## src/rtl/tm_train_sequencer.sv

```systemverilog
// rtl/tm_train_sequencer.sv - Tsetlin machine training-run sequencer (LOAD/EVAL/FEEDBACK per sample, per epoch)
module tm_train_sequencer #(
    parameter int DIV       = 4,
    parameter int N_SAMPLES = 4,
    parameter int N_EPOCHS  = 8,
    parameter int SW        = (N_SAMPLES > 1) ? $clog2(N_SAMPLES) : 1,
    parameter int EW        = (N_EPOCHS > 1) ? $clog2(N_EPOCHS) : 1
) (
    input  logic          clk,
    input  logic          rst_n,
    input  logic          start,
    input  logic          abort,
    input  logic          core_ready,
    output logic [1:0]    phase,
    output logic          phase_valid,
    output logic [SW-1:0] sample_idx,
    output logic [EW-1:0] epoch_idx,
    output logic          tick,
    output logic          busy,
    output logic          done
);

    localparam int CW = (DIV > 1) ? $clog2(DIV) : 1;
    localparam logic [CW-1:0] CNT_LAST = CW'(DIV - 1);
    localparam logic [SW-1:0] S_LAST   = SW'(N_SAMPLES - 1);
    localparam logic [EW-1:0] E_LAST   = EW'(N_EPOCHS - 1);

    // Phase states are encoded so their low two bits equal the phase output code.
    typedef enum logic [2:0] {
        ST_IDLE     = 3'd0,
        ST_LOAD     = 3'd1,
        ST_EVAL     = 3'd2,
        ST_FEEDBACK = 3'd3,
        ST_DONE     = 3'd4
    } state_t;

    state_t          state, state_n;
    logic [CW-1:0]   cnt, cnt_n;
    logic            pv_n;
    logic [SW-1:0]   sidx_n;
    logic [EW-1:0]   eidx_n;
    logic            in_phase_n;
    logic            counting_n;
    logic [2:0]      state_bits_n;

    always_comb begin
        state_n = state;
        cnt_n   = cnt;
        pv_n    = phase_valid;
        sidx_n  = sample_idx;
        eidx_n  = epoch_idx;
        if (abort) begin
            state_n = ST_IDLE;
            pv_n    = 1'b0;
            cnt_n   = '0;
        end else begin
            case (state)
                ST_IDLE: begin
                    if (start) begin
                        state_n = ST_LOAD;
                        cnt_n   = '0;
                        pv_n    = 1'b0;
                        sidx_n  = '0;
                        eidx_n  = '0;
                    end
                end
                ST_LOAD, ST_EVAL, ST_FEEDBACK: begin
                    if (phase_valid) begin
                        if (core_ready) begin
                            pv_n  = 1'b0;
                            cnt_n = '0;
                            case (state)
                                ST_LOAD: state_n = ST_EVAL;
                                ST_EVAL: state_n = ST_FEEDBACK;
                                default: begin
                                    if (sample_idx == S_LAST && epoch_idx == E_LAST) begin
                                        state_n = ST_DONE;
                                    end else begin
                                        state_n = ST_LOAD;
                                        if (sample_idx == S_LAST) begin
                                            sidx_n = '0;
                                            eidx_n = epoch_idx + EW'(1);
                                        end else begin
                                            sidx_n = sample_idx + SW'(1);
                                        end
                                    end
                                end
                            endcase
                        end
                    end else begin
                        // The tick cycle is the one where cnt hits its last value.
                        pv_n  = (cnt == CNT_LAST);
                        cnt_n = (cnt == CNT_LAST) ? '0 : cnt + CW'(1);
                    end
                end
                ST_DONE: state_n = ST_IDLE;
                default: state_n = ST_IDLE;
            endcase
        end
        state_bits_n = state_n;
        in_phase_n   = (state_n == ST_LOAD) || (state_n == ST_EVAL) || (state_n == ST_FEEDBACK);
        counting_n   = in_phase_n && !pv_n;
    end

    always_ff @(posedge clk or negedge rst_n) begin
        if (!rst_n) begin
            state       <= ST_IDLE;
            cnt         <= '0;
            phase       <= 2'd0;
            phase_valid <= 1'b0;
            sample_idx  <= '0;
            epoch_idx   <= '0;
            tick        <= 1'b0;
            busy        <= 1'b0;
            done        <= 1'b0;
        end else begin
            state       <= state_n;
            cnt         <= cnt_n;
            phase       <= in_phase_n ? state_bits_n[1:0] : 2'd0;
            phase_valid <= pv_n;
            sample_idx  <= sidx_n;
            epoch_idx   <= eidx_n;
            tick        <= counting_n && (cnt_n == CNT_LAST);
            busy        <= (state_n != ST_IDLE);
            done        <= (state_n == ST_DONE);
        end
    end

endmodule

```

## config.mk

```make
export PLATFORM = sky130hd
export DESIGN_NAME = tm_train_sequencer
export DESIGN_NICKNAME = d
export VERILOG_FILES = /design/src/rtl/tm_train_sequencer.sv
export SDC_FILE = /design/constraint.sdc
export NUM_CORES = 1
export LEC_CHECK = 0
export CAP_MARGIN = 20
export CELL_PAD_IN_SITES_DETAIL_PLACEMENT = 1
export CELL_PAD_IN_SITES_GLOBAL_PLACEMENT = 1
export CORE_AREA = 10 10 56 58
export DETAILED_ROUTE_END_ITERATION = 10
export DIE_AREA = 0 0 66 68
export PLACE_DENSITY_LB_ADDON = 0.1
export SLEW_MARGIN = 20
export SYNTH_ARGS = -nofsm -noshare
export SYNTH_HDL_FRONTEND = slang
export SYNTH_SLANG_ARGS = --single-unit
```

## constraint.sdc

```tcl
create_clock -name clk -period 2.7 [get_ports clk]
set_input_delay 0.54 -clock clk [delete_from_list [all_inputs] [get_ports clk]]
set_output_delay 0.54 -clock clk [all_outputs]
set_load 0.02 [all_outputs]
```

==> reports/qor.csv <==
stage,metric,value,unit
timing,tightest_slew,0.7138,ns
pwr,p_per_area,545.8,mW/mm2
placed_design,placed_cell_area,985.9,um2
pwr,vdd.ir_drop.worst,264.2,uV
worst_setup_path,critPathKind,reg2out,
timing,fmax,0.4925,GHz
pwr,power.static_leakage,0.4380,nW
yosys,synth-seq-area-share,0.4871,
cells_and_area,layout-drive-gt1-share,0.1209,
detailed_routing,vias_per_cell,5.252,
cts,clk-insertion-delay-late,0.29,ns
pwr,switchingPower,0.1604,mW
global_routing,grt_pass1_wl,3256,um
pwr,pwr-share-seq,0.491,
worst_setup_path,cp-end-kind,primary output,
global_routing,grt_pass1_vias,683,
placed_design,place.gp.congestion,0.7938,
timing,slew_headroom,0.5226,
cells_and_area,final_util,0.4854,
worst_setup_path,cp_data_required_time,2.16,ns
yosys,ys_seq_elements,16,
cts,worst_setup_hold_path_clk_slew,0.11,ns
placed_design,numPortBuffers,15,
global_routing,grt.total_usage,0.09422,
cts,clk_path_buf_depth,2,
yosys,ys_warn_count,0,
worst_setup_path,slowest_delay,0.68,ns
cells_and_area,most-common-layout-cells,"dfrtp_1, clkdlybuf4s50_1, nor2_1, nand2_1",
detailed_routing,final_antenna_net_count,0,
worst_hold_path,min_path_type,reg2reg,
cells_and_area,synthToLayoutAreaGrowth,24.35,%
timing,fin_worst_skew,0.01185,ns
pwr,combPwrFrac,0.218,
cts,cts_tree,done,
worst_setup_path,path_cells,clkdlybuf4s50_1,
timing,rsz0062_at_grt,no,
run,max-cap-violations,0,
timing,period_minus_slack,2.031,ns
cts,clock-sinks,16,
cells_and_area,final_cell_area,0.001022,mm2
cells_and_area,final_common_cell,dfrtp_1,
pwr,internal_power,0.3975,mW
detailed_routing,drcViolationCount,0,
timing,min_period_over_period,0.7521,
global_routing,grt_max_degree,17,
global_routing,overflow,0,
worst_setup_path,timing.rr.start,epoch_idx[0]$_DFFE_PN0P_,
timing,drv_slew,0,
cts,cts_buffers,3,
worst_setup_path,critPathTopFamily,buffers and inverters,
cts,htree_levels,1,
worst_setup_path,cp_slowest_cell,clkdlybuf4s50_1,
timing,finalHoldViolations,0,
yosys,syn_area,822.0,um2
cts,ctsHoldBuffers,0,
cts,post_cts_resize_count,0,
yosys,syn_inst,75,
floorplanning,die_y,68,um
cells_and_area,ff_latch_area,400.4,um2
yosys,synthesis.nets,84,
detailed_routing,dr.pass1.iters,2,
placed_design,dp_hpwl,1382,um
worst_setup_path,worstSetupStartpointType,register,
detailed_routing,wl_per_cell,14.91,um
timing,setup_viol,0,
detailed_routing,vias,625,
yosys,ys_types,30,
cells_and_area,multi_input_area,389.1,um2
cells_and_area,finalNetCount,101,
worst_setup_path,cp_num_buf_inv,1,
timing,setup_tns,0,ns
global_routing,antenna_found_initial,0,
floorplanning,die_area,0.004488,mm2
yosys,synth.avg_cell_area,10.96,um2
pwr,swShare,0.2875,
worst_setup_path,cp_max_fo,9,
cts,post_cts_buffers,0,
cts,root_buffer,clkbuf_4,
floorplanning,dieWidth,66,um
floorplanning,start_util,0.3904,
worst_setup_path,startpoint,phase_valid$_DFF_PN0_,
outcome,status,"complete, no violations",
cells_and_area,fillers,239,
floorplanning,pin_count,16,
detailed_routing,drt-initial-drc-count,2,
worst_hold_path,min_from,sample_idx[1]$_DFFE_PN0P_,
floorplanning,num_rows,17,
pwr,p_clk_frac,0.291,
cells_and_area,insertedDiodeCount,0,
detailed_routing,postRouteWirelength,1774,um
floorplanning,core,0.002106,mm2
worst_setup_path,crit_arrival,1.49,ns
state kept, by name, indices dropped and copies added, names as in the netlist:
signal       cells
epoch_idx        3
tick             1
done             1
busy             1
phase            2
cnt              2
state            3
phase_valid      1
sample_idx       2
through the flow:
step,std cells,setup slack [ns],power (mW),hold slack [ns]
after floorplan,75,0.8640,0.3447,0.2444
final,119,0.6694,0.5580,0.5429
after global placement,115,0.5273,0.4004,0.5075
after global routing,119,0.5968,0.5983,0.5857
after detailed placement,115,0.4928,0.4041,0.5253
after CTS,119,0.6442,0.5686,0.5501
final cells by class:
cell class / count / share of cell area
tap: 28 / 0.03427
timing repair buffer: 15 / 0.1469
multi-input combinational: 53 / 0.3807
inverter: 3 / 0.01102
clock buffer: 4 / 0.03550
sequential: 16 / 0.3917
synth_stat cells, drive strengths merged:
cell type,number,area [um2]
mux2i,3,30.03
xor2,1,8.760
a32o,1,10.01
nor4,4,31.28
nand2,7,28.78
nor2b,1,6.260
a21oi,3,18.77
o21ba,1,16.27
mux2,1,11.26
nand3,2,10.01
o31ai,1,7.510
a22oi,1,12.51
a211oi,1,7.510
inv,3,11.26
a221o,1,10.01
or2,1,6.260
a221oi,1,26.28
buf,3,21.27
nor3,4,20.02
o21bai,1,7.510
nand4b,1,8.760
a311o,1,11.26
a22o,1,8.760
dfrtp,16,400.4
ha,4,50.05
nor2,11,41.29
power by group through the flow:
stage	Combinational (mW)	Clock, mW	Sequential (mW)
final	0.121	0.162	0.274
after global routing	0.137	0.182	0.280
after CTS	0.125	0.169	0.275
after detailed placement	0.124	0	0.280
after global placement	0.122	0	0.278
after floorplan	0.0480	0	0.297
cells by family (layout without fill, tap and decap cells):
logic type / after synthesis / after routing / share of synthesized area
flops: 16 / 16 / 0.4871
fa+ha+maj: 4 / 4 / 0.06089
buf+inv: 6 / 22 / 0.03957
compound gates: 13 / 13 / 0.1659
simple gates: 31 / 31 / 0.1857
mux: 4 / 4 / 0.05023
xor+xnor: 1 / 1 / 0.01066
path summary, 6_finish.rpt:
kind                                                   to  slack [ns]  cells after the start
worst max-delay path                          phase_valid        0.67                      1
worst min-delay path            sample_idx[1]$_DFFE_PN0P_        0.54                      1
worst max register to register   epoch_idx[0]$_DFFE_PN0P_        0.86                      5
worst min register to register  sample_idx[1]$_DFFE_PN0P_        0.54                      1
max in group asynchronous                  tick$_DFF_PN0_        1.58                      1
min in group asynchronous                  done$_DFF_PN0_        0.66                      1
layer usage:
layer	share of wire	vias up	wire length [um]	global-route usage
met5	0	-	0	0
met4	0.021	0	38	0.05497
met3	0.055	4	98	0.03426
met2	0.48	12	846	0.1486
met1	0.45	304	790	0.1086
li1	-	305	-	-
Note: power is estimated with default switching activity, not from simulation.
